`config.mk`:
```
export PLATFORM = sky130hd
export DESIGN_NAME = jtdd_gfx_rom_arb
export DESIGN_NICKNAME = d
export VERILOG_FILES = /design/src/rtl/jtdd_gfx_pkg.sv /design/src/rtl/jtdd_rom_slot.sv /design/src/rtl/jtdd_gfx_rom_arb.sv
export SDC_FILE = /design/constraint.sdc
export NUM_CORES = 1
export LEC_CHECK = 0
export BUFFER_PORTS_ARGS = -buffer_cell sky130_fd_sc_hd__buf_4
export CELL_PAD_IN_SITES_DETAIL_PLACEMENT = 1
export CELL_PAD_IN_SITES_GLOBAL_PLACEMENT = 1
export CORE_MARGIN = 2
export CORE_UTILIZATION = 44
export DETAILED_ROUTE_END_ITERATION = 8
export GPL_TIMING_DRIVEN = 0
export HOLD_SLACK_MARGIN = 0.05
export PLACE_DENSITY = 0.83
export SYNTH_ARGS = -nofsm -noshare
export SYNTH_HDL_FRONTEND = slang
export SYNTH_SLANG_ARGS = --single-unit
export TNS_END_PERCENT = 5
```
`constraint.sdc`:
```
create_clock -name clk -period 3.05 [get_ports clk]
set_input_delay 0.4575 -clock clk [delete_from_list [all_inputs] [get_ports clk]]
set_output_delay 0.4575 -clock clk [all_outputs]
set_load 0.02 [all_outputs]
```
`src/rtl/jtdd_gfx_pkg.sv`:
```
// Shared types and constants for the Double Dragon graphics ROM responder.
// Slot indices double as the arbitration priority, lowest index first.
package jtdd_gfx_pkg;

    localparam int ROM_AW    = 22;
    localparam int NUM_SLOTS = 3;

    localparam int SLOT_CHAR = 0;
    localparam int SLOT_SCR  = 1;
    localparam int SLOT_OBJ  = 2;

    typedef logic [1:0] slot_idx_t;

    typedef enum logic [1:0] {
        IDLE,
        WAIT_ACK,
        WAIT_RDY
    } arb_state_t;

    typedef struct packed {
        logic [ROM_AW-1:0] tag;
        logic [15:0]       data;
    } slot_fill_t;

    // Fixed priority: the lowest pending slot index wins.
    function automatic slot_idx_t prio_sel(input logic [NUM_SLOTS-1:0] pend);
        slot_idx_t s;
        s = '0;
        for (int i = NUM_SLOTS - 1; i >= 0; i--) begin
            if (pend[i]) s = slot_idx_t'(i);
        end
        return s;
    endfunction

endpackage

```
`src/rtl/jtdd_rom_slot.sv`:
```
// One-entry tagged cache for a single video ROM requester.
// hit is a pure compare so an address change drops it in the same cycle.
module jtdd_rom_slot
    import jtdd_gfx_pkg::*;
(
    input  logic              clk,
    input  logic              rst_n,
    input  logic [ROM_AW-1:0] req_addr,
    input  logic              fill_en,
    input  slot_fill_t        fill,
    output logic              hit,
    output logic [15:0]       data
);

    logic [ROM_AW-1:0] tag;
    logic              valid;

    always_ff @(posedge clk or negedge rst_n) begin
        if (!rst_n) begin
            tag   <= '0;
            data  <= '0;
            valid <= 1'b0;
        end else if (fill_en) begin
            tag   <= fill.tag;
            data  <= fill.data;
            valid <= 1'b1;
        end
    end

    assign hit = valid && (tag == req_addr);

endmodule

```
`src/rtl/jtdd_gfx_rom_arb.sv`:
```
// Graphics ROM responder: three cached requesters sharing one SDRAM read port.
// A fill always tags with the address that was issued, so stale data never hits.
module jtdd_gfx_rom_arb
    import jtdd_gfx_pkg::*;
#(
    parameter logic [ROM_AW-1:0] CHAR_OFFSET = 22'h00_0000,
    parameter logic [ROM_AW-1:0] SCR_OFFSET  = 22'h01_0000,
    parameter logic [ROM_AW-1:0] OBJ_OFFSET  = 22'h04_0000
) (
    input  logic              clk,
    input  logic              rst_n,
    input  logic [15:0]       char_addr,
    output logic [7:0]        char_data,
    output logic              char_ok,
    input  logic [16:0]       scr_addr,
    output logic [15:0]       scr_data,
    output logic              scr_ok,
    input  logic [18:0]       obj_addr,
    output logic [15:0]       obj_data,
    output logic              obj_ok,
    output logic [ROM_AW-1:0] sdram_addr,
    output logic              sdram_req,
    input  logic              sdram_ack,
    input  logic              sdram_rdy,
    input  logic [15:0]       sdram_dout
);

    logic [NUM_SLOTS-1:0][ROM_AW-1:0] req_addr;
    logic [NUM_SLOTS-1:0][15:0]       slot_data;
    logic [NUM_SLOTS-1:0]             hit;
    logic [NUM_SLOTS-1:0]             pending;
    logic [NUM_SLOTS-1:0]             fill_en;
    slot_fill_t                       fill;

    arb_state_t        state, state_nxt;
    slot_idx_t         sel, sel_nxt, grant;
    logic [ROM_AW-1:0] issue_addr, issue_nxt;
    logic              req_nxt;

    // Char ROM is byte addressed; the word holds both bytes.
    assign req_addr[SLOT_CHAR] = CHAR_OFFSET + ROM_AW'(char_addr[15:1]);
    assign req_addr[SLOT_SCR]  = SCR_OFFSET  + ROM_AW'(scr_addr);
    assign req_addr[SLOT_OBJ]  = OBJ_OFFSET  + ROM_AW'(obj_addr);

    assign fill = '{tag: issue_addr, data: sdram_dout};

    genvar g;
    generate
        for (g = 0; g < NUM_SLOTS; g++) begin : g_slot
            jtdd_rom_slot u_slot (
                .clk      (clk),
                .rst_n    (rst_n),
                .req_addr (req_addr[g]),
                .fill_en  (fill_en[g]),
                .fill     (fill),
                .hit      (hit[g]),
                .data     (slot_data[g])
            );
        end
    endgenerate

    assign pending = ~hit;
    assign grant   = prio_sel(pending);

    always_ff @(posedge clk or negedge rst_n) begin
        if (!rst_n) begin
            state      <= IDLE;
            sel        <= '0;
            issue_addr <= '0;
            sdram_req  <= 1'b0;
        end else begin
            state      <= state_nxt;
            sel        <= sel_nxt;
            issue_addr <= issue_nxt;
            sdram_req  <= req_nxt;
        end
    end

    always_comb begin
        state_nxt = state;
        sel_nxt   = sel;
        issue_nxt = issue_addr;
        req_nxt   = sdram_req;
        fill_en   = '0;
        case (state)
            IDLE: begin
                if (|pending) begin
                    sel_nxt   = grant;
                    issue_nxt = req_addr[grant];
                    req_nxt   = 1'b1;
                    state_nxt = WAIT_ACK;
                end
            end
            WAIT_ACK: begin
                if (sdram_ack) begin
                    req_nxt = 1'b0;
                    // ack and rdy together: accept and fill in one step
                    if (sdram_rdy) begin
                        fill_en   = NUM_SLOTS'(1) << sel;
                        state_nxt = IDLE;
                    end else begin
                        state_nxt = WAIT_RDY;
                    end
                end
            end
            WAIT_RDY: begin
                if (sdram_rdy) begin
                    fill_en   = NUM_SLOTS'(1) << sel;
                    state_nxt = IDLE;
                end
            end
            default: state_nxt = IDLE;
        endcase
    end

    assign sdram_addr = issue_addr;

    assign char_ok   = hit[SLOT_CHAR];
    assign scr_ok    = hit[SLOT_SCR];
    assign obj_ok    = hit[SLOT_OBJ];
    assign char_data = char_addr[0] ? slot_data[SLOT_CHAR][15:8] : slot_data[SLOT_CHAR][7:0];
    assign scr_data  = slot_data[SLOT_SCR];
    assign obj_data  = slot_data[SLOT_OBJ];

endmodule

```
==> flow_summary.yaml <==
floorplanning:
  ioPinCount: 138
  die_area_um2: 15460
  start_util_pct: 45.55
  coreArea_um2: 13990
  die_w_um: 124.3
  die_h_um: 124.3
  core.rowCount: 43
synth:
  yosysMostFrequentCell: "dfrtp_1"
  yosysWarnings: 0
  synth_area_leaders: "dfrtp_1 (53%), mux2_2 (21%), xor2_1 (4.7%), xnor2_1 (2.2%), a2bb2oi_1 (1.5%)"
  async_flop_share_pct: 100.0
  syn_area_per_cell_um2: 13.19
  ys_seq_elements: 136
  syn_inst: 483
  yosys-top-cells-count: "dfrtp_1 (136), mux2_2 (120), xor2_1 (34), xnor2_1 (16), clkbuf_1 (15)"
  synth-edff-count: 0
  synth_cell_types: 50
  netlist_area_um2: 6371
  yosysTopAreaCellShare_pct: 53.42
  synth_top_flop_cell: "dfrtp_1"
  ys_seq_area_share_pct: 53.42
  synth_top_cell_by_area: "dfrtp_1"
pwr:
  p_per_area_nw_per_um2: 773.1
  peakVddDrop_mv: 0.4170
  p_switching_uw: 2049
  finalPower_uw: 6494
  switching_share_pct: 31.56
  leakage_uw: 0.004043
  seqPwrFrac_pct: 37.7
  clkPwrFrac_pct: 35.1
  internal-power_uw: 4445
  p_comb_share_pct: 27.2
setup_path:
  r2r_slack_ns: -0.008
  path_buf_inv: 0
  crit_cells: 6
  crit_type: "flop to flop"
  critical_path.endpoint_type: "flop"
  start_kind: "flop"
  worstPathMaxFanout: 9
  cp_slowest_cell: "o211ai_1"
  r2r_start: "g_slot[2].u_slot.tag[16]"
  crit_path_start: "g_slot[2].u_slot.tag[16]"
  crit_family: "compound AO/OA/AOI/OAI gates"
  cp-endpoint: "sdram_addr[12]"
  critPathArrivalTime_ns: 3.40
  cp_cell_sequence: "xnor2_2 -> nand2_1 -> or4b_2 -> o211ai_1 -> o221ai_1 -> a2bb2oi_1"
  r2r_end: "sdram_addr[12]"
  required_ns: 3.39
  cpPeakStageDelay_ns: 0.95
  reg2regPathDepth: 6
clock_tree:
  clkLatencyLatePin_ns: 0.43
  cts_buffers: 17
  clock-sinks: 136
  cts_max_path_buffers: 2
  cts_tree: "done"
  htree_levels: 4
  clkSlewWorstSetupHoldPaths_ns: 0.06
  ctsRootBufferMaster: "clkbuf_16"
global_route:
  grt_busiest_layer: "met2"
  grt_pass1_wl_mm: 32.18
  grt_max_degree: 84
  grt_pass1_vias: 5491
  antenna_found_initial: 0
  grt-ovfl-total: 0
  met2_usage_pct: 45.07
  use_met1_pct: 33.80
  track_usage_pct: 27.27
  met3_usage_pct: 8.677
min_path:
  hold_path_class: "primary input to flop"
  holdCritStartpoint: "obj_addr[18]"
finish:
  n_fill_cell: 1411
  multi_input_area_um2: 2920
  utilization_pct: 60.04
  drive_above_1_share_pct: 48.85
  regArea_um2: 3403
  nNetsFinal: 715
  diodes: 0
  area_delta_synth_final_pct: 31.83
timing:
  maxSlewViolCount: 0
  finalCritPeriodShare_pct: 100.3
  setup_viol_count_final: 1
  tns_ns: -0.008459
  worst_slew_pin_slew_ns: 1.159
  rsz0062_at_grt: "yes"
  clock_skew_ns: 0.008718
  post-route-min-period_ns: 3.058
  max_slew_margin_pct: 22.41
  hold_viol: 0
  fmax_ghz: 0.3270
  worst_slack_ns: -0.008459
  whs_ns: 0.2374
detailed_routing:
  first_pass_iters: 4
  wirelength_mm: 20.59
  vias_per_cell: 5.789
  drc_errors: 0
  ant_nets: 0
  wl_per_cell_um: 24.72
  drt_iter0_drc: 243
  via_count: 4822
place:
  pre_cts_ws_ns: -0.5412
  io_buffers: 134
  dp_hpwl_mm: 14.13
  gp_congestion: 0.9358
status:
  violations: "setup timing"
  outcome: "complete, but fails checks"
flow_run:
  cap_viol_max_count: 0
## worst reg2reg max path, cell delays in order (launching register included)
cell	delay (ns)
dfrtp_1	0.40
xnor2_2	0.26
nand2_1	0.10
or4b_2	0.73
o211ai_1	0.95
o221ai_1	0.31
a2bb2oi_1	0.22
## power groups by stage
stage	clock [µW]	sequential, µW	combinational, µW
2_1_floorplan	0	2490	937
3_3_place_gp	0	2430	1660
3_5_place_dp	0	2460	1730
4_1_cts	2300	2440	1770
5_1_grt	2380	2500	1900
6_report	2280	2450	1770
## cell type report
class / count / area share, %
Timing Repair Buffer: 137 / 12.56
Clock inverter: 12 / 2.369
Sequential cell: 136 / 40.52
Tap cell: 180 / 2.681
Multi-Input combinational cell: 316 / 34.77
Inverter: 12 / 0.5363
Buffer: 20 / 1.251
Clock buffer: 20 / 5.318
## stage by stage
step	std cells	area, µm²
after global routing	833	8399
after global placement	798	7606
after CTS	833	8358
after floorplan	484	6375
final	833	8399
after detailed placement	799	7647
## worst min-delay path by stage
stage / cells past startpoint / end
after CTS: 2 / sdram_addr[18]
final: 2 / sdram_addr[18]
after detailed placement: 1 / g_slot[0].u_slot.tag[2]
after global routing: 2 / sdram_addr[18]
after floorplan: 0 / g_slot[0].u_slot.data[0]
after global placement: 1 / g_slot[1].u_slot.valid
## placed cells by master (no fill, tap or decap), types with 3 or more instances in the layout
cell,count
xnor2_1,13
xnor2_2,3
nor2_1,5
clkinvlp_4,4
mux2_2,120
nand4_1,7
o211a_1,4
buf_4,136
nor2b_1,3
bufinv_16,5
or4_1,4
nand3_1,3
clkbuf_1,10
dfrtp_1,136
o211ai_1,3
a21o_1,8
o22a_1,5
ha_1,3
nor3_4,5
o221ai_1,11
clkbuf_2,4
inv_1,10
nand2_1,6
xor2_1,34
a21oi_1,13
nor4_1,11
a32o_1,3
or3_1,4
clkbuf_16,17
a2bb2oi_1,11
or2_2,6
## repair_timing
| item | in CTS | in global routing |
|---|---|---|
| buffers inserted | 1 | 0 |
| setup endpoints to repair | 46 | 69 |
| pin swaps | 2 | 2 |
| gates resized for setup | 12 | 18 |
| hold buffers | 1 | 0 |
| hold endpoints to repair | 53 | 0 |
## state kept, by name, summed over array words and instances (netlist names)
| register | flops |
|---|---|
| g_slot.u_slot.tag | 60 |
| g_slot.u_slot.data | 48 |
| sdram_addr | 20 |
| g_slot.u_slot.valid | 3 |
| sel | 2 |
| state | 2 |
| sdram_req | 1 |
## logic make-up (layout without fill, tap and decap cells)
logic type | count (synthesis) | in the layout | synth area share [%]
AND/OR/NAND/NOR | 71 | 71 | 7.090
multiplexers | 120 | 120 | 21.21
adder cells (fa/ha/maj) | 3 | 3 | 0.5892
AO/OA/AOI/OAI | 70 | 70 | 8.602
flip-flops | 136 | 136 | 53.42
buffers and inverters | 32 | 201 | 2.160
XOR/XNOR | 50 | 50 | 6.874
other | 1 | 2 | 0.05886
## layer usage
| metal | wire (µm) | share of wire, % |
|---|---|---|
| met5 | 0 | 0 |
| met1 | 8288 | 40 |
| met2 | 10160 | 49 |
| met3 | 1608 | 7.8 |
| met4 | 530 | 2.6 |
No activity file was read; power rests on OpenSTA's default activity.
